File: src/rtl/ping_pong_pkg.sv
// Sizing and shared types for the west-edge ping-pong operand buffer.
// All widths derive from element width, chunking and core count.
package ping_pong_pkg;

    localparam int WIDTH             = 16;
    localparam int PP_CHUNK_SIZE     = 4;
    localparam int W_NUM_CORES_A     = 2;
    localparam int W_TOTAL_MODULES   = 2;
    localparam int W_COL_X           = 4;
    localparam int TOTAL_INPUT_W_W   = 2;
    localparam int COL_SIZE_MAT_C_PP = 2;

    localparam int W_MODULE_WIDTH = WIDTH * PP_CHUNK_SIZE * W_NUM_CORES_A;
    localparam int W_IN_WIDTH     = W_MODULE_WIDTH * W_TOTAL_MODULES;
    localparam int W_TOTAL_DEPTH  = W_COL_X * TOTAL_INPUT_W_W;
    localparam int W_WR_ROWS      = W_TOTAL_DEPTH / W_TOTAL_MODULES;

    localparam int ADDR_WIDTH_W = (W_TOTAL_DEPTH > 1) ? $clog2(W_TOTAL_DEPTH) : 1;
    localparam int WR_ROW_W     = (W_WR_ROWS > 1) ? $clog2(W_WR_ROWS) : 1;
    localparam int PASS_W       = (COL_SIZE_MAT_C_PP > 1) ? $clog2(COL_SIZE_MAT_C_PP) : 1;

    typedef enum logic {RD_IDLE, RD_STREAM} pp_rd_state_t;

endpackage

File: src/rtl/west_ping_pong_buffer_if.sv
// Upstream beat handshake and west-edge word handshake of the buffer.
// The slave modport is the buffer side, master is the environment side.
interface west_ping_pong_buffer_if;
    import ping_pong_pkg::*;

    logic                      in_valid;
    logic                      in_ready;
    logic [W_IN_WIDTH-1:0]     in_data;
    logic                      out_valid;
    logic                      out_ready;
    logic [W_MODULE_WIDTH-1:0] out_data;
    logic                      out_last;
    logic [1:0]                bank_full;

    modport slave (
        input  in_valid, in_data, out_ready,
        output in_ready, out_valid, out_data, out_last, bank_full
    );

    modport master (
        output in_valid, in_data, out_ready,
        input  in_ready, out_valid, out_data, out_last, bank_full
    );

endinterface

File: src/rtl/pp_bank_ram.sv
// One bank: wide row writes of a full input beat, narrow word reads.
// Read data is registered and holds whenever no read is issued.
module pp_bank_ram
    import ping_pong_pkg::*;
(
    input  logic                      clk,
    input  logic                      i_we,
    input  logic [WR_ROW_W-1:0]       i_wr_row,
    input  logic [W_IN_WIDTH-1:0]     i_wr_data,
    input  logic                      i_re,
    input  logic [ADDR_WIDTH_W-1:0]   i_rd_addr,
    output logic [W_MODULE_WIDTH-1:0] o_rd_data
);

    logic [W_MODULE_WIDTH-1:0] r_mem [W_TOTAL_DEPTH];
    logic [W_MODULE_WIDTH-1:0] r_rd_data;

    always_ff @(posedge clk) begin
        if (i_we) begin
            for (int m = 0; m < W_TOTAL_MODULES; m++) begin
                r_mem[ADDR_WIDTH_W'(int'(i_wr_row) * W_TOTAL_MODULES + m)]
                    <= i_wr_data[m*W_MODULE_WIDTH +: W_MODULE_WIDTH];
            end
        end
        if (i_re) begin
            r_rd_data <= r_mem[i_rd_addr];
        end
    end

    assign o_rd_data = r_rd_data;

endmodule

File: src/rtl/west_ping_pong_buffer.sv
// Ping-pong west-edge store: one bank fills while the other is replayed
// NUM_REUSE times as a stream of MODULE_WIDTH words.
module west_ping_pong_buffer
    import ping_pong_pkg::*;
(
    input logic                     clk,
    input logic                     rst,
    west_ping_pong_buffer_if.slave  bus
);

    if ((W_TOTAL_DEPTH % W_TOTAL_MODULES) != 0) begin : g_depth_chk
        $error("DEPTH must be a multiple of TOTAL_MODULES");
    end

    localparam logic [ADDR_WIDTH_W-1:0] LAST_ADDR =
        ADDR_WIDTH_W'(W_TOTAL_DEPTH - 1);
    localparam logic [PASS_W-1:0] LAST_PASS = PASS_W'(COL_SIZE_MAT_C_PP - 1);
    localparam logic [WR_ROW_W-1:0] LAST_ROW = WR_ROW_W'(W_WR_ROWS - 1);

    logic [1:0]              r_bank_full;
    logic                    r_wr_sel;
    logic                    r_rd_sel;
    logic                    r_iss_sel;
    logic [WR_ROW_W-1:0]     r_wr_row;
    logic [ADDR_WIDTH_W-1:0] r_rd_addr;
    logic [PASS_W-1:0]       r_pass;
    pp_rd_state_t            r_state;
    logic                    r_out_valid;
    logic                    r_out_last;
    logic                    r_out_sel;

    pp_rd_state_t            w_state_nx;
    logic [ADDR_WIDTH_W-1:0] w_addr_nx;
    logic [PASS_W-1:0]       w_pass_nx;
    logic                    w_iss_sel_nx;

    logic                      w_in_acc;
    logic                      w_wr_done;
    logic                      w_out_acc;
    logic                      w_rd_done;
    logic                      w_rd_en;
    logic                      w_iss_last;
    logic [1:0]                w_set;
    logic [1:0]                w_clr;
    logic [1:0]                w_we;
    logic [1:0]                w_re;
    logic [W_MODULE_WIDTH-1:0] w_rd_data [2];

    assign bus.in_ready = !r_bank_full[r_wr_sel];

    assign w_in_acc  = bus.in_valid && bus.in_ready;
    assign w_wr_done = w_in_acc && (r_wr_row == LAST_ROW);
    assign w_out_acc = r_out_valid && bus.out_ready;
    assign w_rd_done = w_out_acc && r_out_last;

    assign w_set = w_wr_done ? (2'b01 << r_wr_sel) : 2'b00;
    assign w_clr = w_rd_done ? (2'b01 << r_rd_sel) : 2'b00;

    assign w_rd_en    = (r_state == RD_STREAM) && (!r_out_valid || bus.out_ready);
    assign w_iss_last = (r_rd_addr == LAST_ADDR) && (r_pass == LAST_PASS);

    assign w_we[0] = w_in_acc && !r_wr_sel;
    assign w_we[1] = w_in_acc &&  r_wr_sel;
    assign w_re[0] = w_rd_en  && !r_iss_sel;
    assign w_re[1] = w_rd_en  &&  r_iss_sel;

    for (genvar b = 0; b < 2; b++) begin : g_bank
        pp_bank_ram u_ram (
            .clk       (clk),
            .i_we      (w_we[b]),
            .i_wr_row  (r_wr_row),
            .i_wr_data (bus.in_data),
            .i_re      (w_re[b]),
            .i_rd_addr (r_rd_addr),
            .o_rd_data (w_rd_data[b])
        );
    end

    // Issue runs one word ahead of drain, so it may move to the next bank
    // while the previous bank's final word still waits in the output stage.
    always_comb begin
        w_state_nx   = r_state;
        w_addr_nx    = r_rd_addr;
        w_pass_nx    = r_pass;
        w_iss_sel_nx = r_iss_sel;
        unique case (r_state)
            RD_IDLE: begin
                if (r_bank_full[r_iss_sel]) begin
                    w_state_nx = RD_STREAM;
                    w_addr_nx  = '0;
                    w_pass_nx  = '0;
                end
            end
            RD_STREAM: begin
                if (w_rd_en) begin
                    if (w_iss_last) begin
                        w_iss_sel_nx = !r_iss_sel;
                        w_addr_nx    = '0;
                        w_pass_nx    = '0;
                        if (!r_bank_full[!r_iss_sel]) begin
                            w_state_nx = RD_IDLE;
                        end
                    end else if (r_rd_addr == LAST_ADDR) begin
                        w_addr_nx = '0;
                        w_pass_nx = r_pass + 1'b1;
                    end else begin
                        w_addr_nx = r_rd_addr + 1'b1;
                    end
                end
            end
        endcase
    end

    always_ff @(posedge clk or posedge rst) begin
        if (rst) begin
            r_state   <= RD_IDLE;
            r_rd_addr <= '0;
            r_pass    <= '0;
            r_iss_sel <= 1'b0;
        end else begin
            r_state   <= w_state_nx;
            r_rd_addr <= w_addr_nx;
            r_pass    <= w_pass_nx;
            r_iss_sel <= w_iss_sel_nx;
        end
    end

    always_ff @(posedge clk or posedge rst) begin
        if (rst) begin
            r_bank_full <= 2'b00;
            r_wr_sel    <= 1'b0;
            r_rd_sel    <= 1'b0;
            r_wr_row    <= '0;
        end else begin
            r_bank_full <= (r_bank_full | w_set) & ~w_clr;
            if (w_in_acc) begin
                r_wr_row <= w_wr_done ? '0 : r_wr_row + 1'b1;
            end
            if (w_wr_done) begin
                r_wr_sel <= !r_wr_sel;
            end
            if (w_rd_done) begin
                r_rd_sel <= !r_rd_sel;
            end
        end
    end

    always_ff @(posedge clk or posedge rst) begin
        if (rst) begin
            r_out_valid <= 1'b0;
            r_out_last  <= 1'b0;
            r_out_sel   <= 1'b0;
        end else if (!r_out_valid || bus.out_ready) begin
            r_out_valid <= w_rd_en;
            r_out_last  <= w_rd_en && w_iss_last;
            if (w_rd_en) begin
                r_out_sel <= r_iss_sel;
            end
        end
    end

    assign bus.out_valid = r_out_valid;
    assign bus.out_last  = r_out_last;
    assign bus.out_data  = r_out_valid ? w_rd_data[r_out_sel] : '0;
    assign bus.bank_full = r_bank_full;

    a_no_same_bank_set_clr: assert property (
        @(posedge clk) disable iff (rst)
        !(w_wr_done && w_rd_done && (r_wr_sel == r_rd_sel))
    );

endmodule
File: src/flat_wrapper.sv
// flat-port wrapper written by rule: the top's interface ports become plain ports
module west_ping_pong_buffer_flat import ping_pong_pkg::*;
  (clk, rst, bus_in_valid, bus_in_data, bus_out_ready, bus_in_ready, bus_out_valid, bus_out_data, bus_out_last, bus_bank_full);
  west_ping_pong_buffer_if bus_i ();
  input logic clk;
  input logic rst;
  input wire logic [$bits(bus_i.in_valid)-1:0] bus_in_valid;
  input wire logic [$bits(bus_i.in_data)-1:0] bus_in_data;
  input wire logic [$bits(bus_i.out_ready)-1:0] bus_out_ready;
  output wire logic [$bits(bus_i.in_ready)-1:0] bus_in_ready;
  output wire logic [$bits(bus_i.out_valid)-1:0] bus_out_valid;
  output wire logic [$bits(bus_i.out_data)-1:0] bus_out_data;
  output wire logic [$bits(bus_i.out_last)-1:0] bus_out_last;
  output wire logic [$bits(bus_i.bank_full)-1:0] bus_bank_full;
  assign bus_i.in_valid = bus_in_valid;
  assign bus_i.in_data = bus_in_data;
  assign bus_i.out_ready = bus_out_ready;
  assign bus_in_ready = bus_i.in_ready;
  assign bus_out_valid = bus_i.out_valid;
  assign bus_out_data = bus_i.out_data;
  assign bus_out_last = bus_i.out_last;
  assign bus_bank_full = bus_i.bank_full;
  west_ping_pong_buffer u_core (.clk(clk), .rst(rst), .bus(bus_i));
endmodule
File: config.mk
export PLATFORM = sky130hd
export DESIGN_NAME = west_ping_pong_buffer_flat
export DESIGN_NICKNAME = d
export VERILOG_FILES = /design/src/rtl/ping_pong_pkg.sv /design/src/rtl/west_ping_pong_buffer_if.sv /design/src/rtl/pp_bank_ram.sv /design/src/rtl/west_ping_pong_buffer.sv /design/src/flat_wrapper.sv
export SDC_FILE = /design/constraint.sdc
export NUM_CORES = 2
export LEC_CHECK = 0
export BUFFER_PORTS_ARGS = -buffer_cell sky130_fd_sc_hd__buf_2
export CORE_ASPECT_RATIO = 0.9
export CORE_MARGIN = 2
export CORE_UTILIZATION = 40
export DETAILED_ROUTE_END_ITERATION = 16
export GPL_TIMING_DRIVEN = 0
export PLACE_DENSITY_LB_ADDON = 0.3
export SYNTH_ARGS = -nofsm -noshare
export SYNTH_HDL_FRONTEND = slang
export SYNTH_SLANG_ARGS = --single-unit
File: constraint.sdc
create_clock -name clk -period 23.9 [get_ports clk]
set_input_delay 3.585 -clock clk [delete_from_list [all_inputs] [get_ports clk]]
set_output_delay 3.585 -clock clk [all_outputs]
set_load 0.05 [all_outputs]
Word level (Yosys, flattened, before mapping)

Memory sizes are Yosys's and may differ from the RTL's. A register that Yosys moved wholly into a read port is not among the register bits.
Index checks and enable logic that the tools add are counted.

Flip-flop bits (word level): 15
Bits in writable memories: 2048
Input bits: 260
Logic and storage cells: 86
Memories: 2

Memory list:

| name                         | depth | bits a word | rd ports | clocked after memory_dff | wr ports | line              | text |
|---|---|---|---|---|---|---|---|
| u_core.g_bank[0].u_ram.r_mem | 8     | 128         | 1        | 1                        | 2        | pp_bank_ram.sv:15 | `logic [W_MODULE_WIDTH-1:0] r_mem [W_TOTAL_DEPTH];` |
| u_core.g_bank[1].u_ram.r_mem | 8     | 128         | 1        | 1                        | 2        | pp_bank_ram.sv:15 |  |

Add/subtract/negate cells: 4
Magnitude comparators: 4
Equality and inequality tests: 5
Shift-type cells: 2
Multiplexer cells: 32
Bitwise operators: 5
Reductions and logical operators: 21

Operators by type and width:

| cell                                                | count |
|---|---|
| two-way mux 128 bit                                 | 4 |
| two-way mux 1 bit                                   | 18 |
| two-way mux 3 bit                                   | 4 |
| logical AND 1 bit                                   | 11 |
| adder 3 x 1 -> 3 bit (second input constant)        | 2 |
| < comparator 1 x 2 -> 1 bit (second input constant) | 3 |
| two-way mux 2 bit                                   | 3 |
| case mux 3 bit (2 select lines)                     | 1 |
| AND reduction 3 bit                                 | 2 |
| zero test 1 bit                                     | 5 |
| case mux 1 bit (2 select lines)                     | 2 |
| AND reduction 2 bit                                 | 2 |
| left shift 1 x 1 -> 2 bit (first input constant)    | 2 |
| equality test 3 bit (second input constant)         | 1 |
| != test 3 bit (second input constant)               | 1 |
| adder 2 x 1 -> 2 bit (second input constant)        | 1 |
| bitwise AND 2 bit                                   | 1 |
| equality test 2 bit (second input constant)         | 1 |
| >= comparator 2 bit (second input constant)         | 1 |
| != test 2 x 1 -> 1 bit (second input constant)      | 1 |
| != test 2 bit (second input constant)               | 1 |
| NOT 1 -> 2 bit                                      | 1 |
| NOT 2 bit                                           | 1 |
| bitwise OR 2 bit                                    | 1 |
| 3 further kinds                                     | 3 |

Depth between registers and ports, before layout

Depth after elaboration: 8
Gate-level depth with buffers: 5

Cells and area by module

From an unflattened synthesis, not the netlist that was laid out.

Cell total of the unflattened synthesis: 3586
Area total of the unflattened synthesis: 88712.6 um^2

By module, submodules not included:

| module                | times used | cells each | area each (um^2) | sequential area each (um^2) |
|---|---|---|---|---|
| pp_bank_ram           | 2          | 1612       | 42811.1          | 34593.2 |
| west_ping_pong_buffer | 1          | 362        | 3090.5           | 375.4 |

Worst setup path before layout

Ideal clock, no wire load.

Kind: in2reg
Start: input bus_in_valid
End: register u_core.r_bank_full[0] (netlist: u_core.bus.bank_full[0])
Library setup time: 0.138 ns
Arrival time: 22.329 ns
Required time: 23.762 ns
Setup slack: 1.434 ns
Stages: 3
Buffers on the path: 0
Path through: nand2_1 > nor3_1 > o22a_1

Cells in the longest elaborated chain, start to end: 5

RTL lines:

| what                   | line                         | text |
|---|---|---|
| start: declaration     | flat_wrapper.sv:7            | `input wire logic [$bits(bus_i.in_valid)-1:0] bus_in_valid;` |
| logical AND 1 bit      | west_ping_pong_buffer.sv:51  | `assign w_in_acc = bus.in_valid && bus.in_ready;` |
| logical AND 1 bit      | west_ping_pong_buffer.sv:52  | `assign w_wr_done = w_in_acc && (r_wr_row == LAST_ROW);` |
| two-way mux 2 bit      | west_ping_pong_buffer.sv:56  | `assign w_set = w_wr_done ? (2'b01 << r_wr_sel) : 2'b00;` |
| bitwise OR 2 bit       | west_ping_pong_buffer.sv:135 | `r_bank_full <= (r_bank_full \| w_set) & ~w_clr;` |
| bitwise AND 2 bit      | west_ping_pong_buffer.sv:135 |  |
| end signal: assignment | west_ping_pong_buffer.sv:135 |  |
| end: declaration       | west_ping_pong_buffer.sv:20  | `logic [1:0] r_bank_full;` |

Every way passes these cells.
A chain may end at the register's enable or synchronous reset.

Final worst setup path

Start: register u_core.r_out_valid (netlist: u_core.bus.out_valid)
End: output bus_out_data[43]

Cells in the longest elaborated chain, start to end: 1

RTL lines:

| what                     | line                         | text |
|---|---|---|
| start: declaration       | west_ping_pong_buffer.sv:28  | `logic r_out_valid;` |
| start signal: assignment | west_ping_pong_buffer.sv:154 | `r_out_valid <= w_rd_en;` |
| two-way mux 128 bit      | west_ping_pong_buffer.sv:164 | `assign bus.out_data = r_out_valid ? w_rd_data[r_out_sel] : '0;` |
| end: declaration         | flat_wrapper.sv:12           | `output wire logic [$bits(bus_i.out_data)-1:0] bus_out_data;` |

Every way passes these cells.

==> impl_metrics.ini <==
[cts]
cts_inserted_buffers = 227
clk_latency_ns = 0.87
cts_tree = done
clock_sinks = 2319
path_clk_slew_ns = 0.06
cts_resized = 0
htreeDepth = 4
cts_buffer_depth = 3
cts_setup_buffers = 0
cts_root_buf = clkbuf_16
cts_hold_buf = 0

[grt]
grt_pass1_vias = 41200
overflow = 0
antenna_found_initial = 89
grt_max_degree = 57
grt.total_usage_pct = 19.1
grt_pass1_wl_um = 302000

[cells_and_area]
design_area_mm2 = 0.102
layout-drive-gt1-share_pct = 37.0
regArea_mm2 = 0.0696
nNetsFinal = 4549
synthToLayoutAreaGrowth_pct = 16.7
layout_commonest_cell = edfxtp_1
post_layout_nonfiller_instances = 7370
multi_input_area_mm2 = 0.0170
post-route-util_pct = 47.0
layout_common_cells = edfxtp_1, mux4_2, buf_2, mux2_2, clkbuf_16
nFillCells = 17700

[floorplanning]
rows = 162
dieHeight_um = 448
fp.dieArea_mm2 = 0.222
die_w_um = 497
start_util_pct = 40.3
core_area_mm2 = 0.217
io_pins = 393

[critical_path]
required_ns = 20.32
path_depth = 4
setup.worst_path.end = bus_out_data[43]
crit_start = u_core.bus.out_valid
cp_num_buf_inv = 3
worstSetupPathType = reg -> out
end_kind = output pin
crit_arrival_ns = 3.48
startpoint_type = flip-flop
crit_chain = clkbuf_2, clkbuf_1, nor2b_1, buf_2
ff2ff_path_depth = 5
max_stage_delay_ns = 0.66
regToRegSetupSlack_ns = 20.54
critical_path.top_delay_family = buffers and inverters
cp_max_fo = 10
slowest_stage = clkbuf_1
reg2reg_from = u_core.r_rd_addr[2]
r2r_end = u_core.g_bank[0].u_ram.o_rd_data[106]

[timing]
rsz0062_at_grt = false
max_slew_margin_pct = 20.2
post-route-period-util_pct = 29.6
hold_ws_ns = 0.506
tightest_slew_ns = 1.20
setup-violations-final = 0
clock_skew_ns = 0.0721
period_needed_ns = 7.07
slew_violations = 0
hold_violations = 0
tns_ns = 0
fmax_mhz = 141
setup_slack_ns = 16.83

[detailed_routing]
ant_nets = 0
num_vias = 39600
wl_per_cell_um = 29.1
drc_errors = 0
drt_iter0_markers = 3745
drt-total-wl_um = 214000
vias_per_cell = 5.38
dr.pass1.iters = 5

[power_and_ir_drop]
p_leak_nw = 32.8
p_total_mw = 12.2
ir_drop_mv = 0.0747
cellPowerDensity_mw_per_mm2 = 120

[yosys]
synth_area_mm2 = 0.0875
synth_cell_type_count = 33
yosys.area.top_type = edfxtp_1
synth_top_area_share_pct = 79.1
yosysWarnings = 0
postSynthAreaPerCell_um2 = 24.4
syn_nets = 3847
synthTopCellsByArea = edfxtp_1, mux4_2, mux2_2
ys_ff_latch = 2319
synthCells = 3581
ys_seq_area_share_pct = 79.5

[place]
gp_congestion = 0.720
portBuffers = 392
place_inst = 6924
place_ws_ns = 17.53
dp_hpwl_um = 136000
dpl-instance-area_mm2 = 0.0947

[status]
status = completed

[hold_path]
min_path_type = reg -> reg

[job]
drv_cap = 0
-- area by class of cell --
class	instances	share of cell area (%)
antenna	21	0.0515
buffer	173	0.973
timing repair buffer	473	3.52
tap	2870	3.52
clock buffer	284	5.81
inverter	5	0.0184
sequential	2319	68.1
multi-input combinational	1084	16.6
clock inverter	141	1.35
-- worst register-to-register path: stages, from the launching register on --
cell	delay (ns)
dfrtp_1	0.36
buf_2	0.34
buf_2	0.66
clkbuf_1	0.98
mux4_2	0.45
mux2_2	0.28
-- how the worst min path moves through the flow --
stage | start | to | slack, ns | cells past startpoint
final | u_core.r_rd_sel | u_core.r_rd_sel | 0.51 | 1
after global routing | u_core.r_rd_sel | u_core.r_rd_sel | 0.54 | 1
after CTS | u_core.r_rd_sel | u_core.r_rd_sel | 0.50 | 1
after detailed placement | u_core.r_rd_sel | u_core.r_rd_sel | 0.49 | 1
after global placement | u_core.r_rd_sel | u_core.r_rd_sel | 0.49 | 1
after floorplan | u_core.r_rd_sel | u_core.r_rd_sel | 0.47 | 1
-- cell families after synthesis --
| family | count (synthesis) | synth area share (%) |
|---|---|---|
| DFF | 2319 | 79.5 |
| muxes | 899 | 18.0 |
| buffers and inverters | 178 | 1.15 |
| and+or+nand+nor | 164 | 1.15 |
| AOI/OAI and AO/OA | 13 | 0.110 |
| adders and majority gates | 6 | 0.0858 |
| xor gates and xnor gates | 2 | 0.0200 |
-- flip-flops by register name, summed over array words and instances (netlist names) --
| name | count |
|---|---|
| u_core.g_bank.u_ram.r_mem | 2048 |
| u_core.g_bank.u_ram.o_rd_data | 256 |
| u_core.r_rd_addr | 3 |
| u_core.bus.bank_full | 2 |
| u_core.r_wr_row | 2 |
| u_core.bus.out_last | 1 |
| u_core.bus.out_valid | 1 |
| u_core.r_iss_sel | 1 |
| u_core.r_out_sel | 1 |
| u_core.r_pass | 1 |
| u_core.r_rd_sel | 1 |
| u_core.r_state | 1 |
| u_core.r_wr_sel | 1 |
-- layer usage --
metal | global-route usage (%) | vias up | wire length, um
li1 | - | 16600 | -
met1 | 25.5 | 21300 | 89300
met2 | 31.9 | 1226 | 106000
met3 | 3.81 | 385 | 12300
met4 | 5.95 | 44 | 6120
met5 | 0 | - | 284
-- power by group --
group	total [mW]	leakage, nW	internal [mW]	switching (mW)
Sequential	5.09	21.0	5.00	0.0935
Clock	3.50	3.57	1.96	1.54
Combinational	3.64	8.22	1.44	2.20
-- cell usage after synthesis --
| master | count |
|---|---|
| a211o_1 | 4 |
| a211oi_1 | 1 |
| a21o_1 | 1 |
| a21oi_1 | 1 |
| and2_1 | 7 |
| and3_1 | 5 |
| and3b_1 | 1 |
| and4_1 | 1 |
| buf_1 | 31 |
| buf_2 | 36 |
| buf_6 | 39 |
| clkbuf_1 | 67 |
| dfrtp_1 | 15 |
| edfxtp_1 | 2304 |
| ha_1 | 6 |
| inv_1 | 5 |
| mux2_2 | 258 |
| mux2i_1 | 129 |
| mux4_2 | 512 |
| nand2_1 | 7 |
| nand2b_1 | 2 |
| nand3_1 | 1 |
| nor2_1 | 3 |
| nor2b_1 | 130 |
| nor3_1 | 1 |
| nor3b_1 | 1 |
| nor4_1 | 3 |
| nor4b_1 | 1 |
| o21ai_0 | 3 |
| o22a_1 | 2 |
| o32ai_1 | 1 |
| or3_1 | 1 |
| xnor2_1 | 2 |
Note: power is estimated with default switching activity, not from simulation.
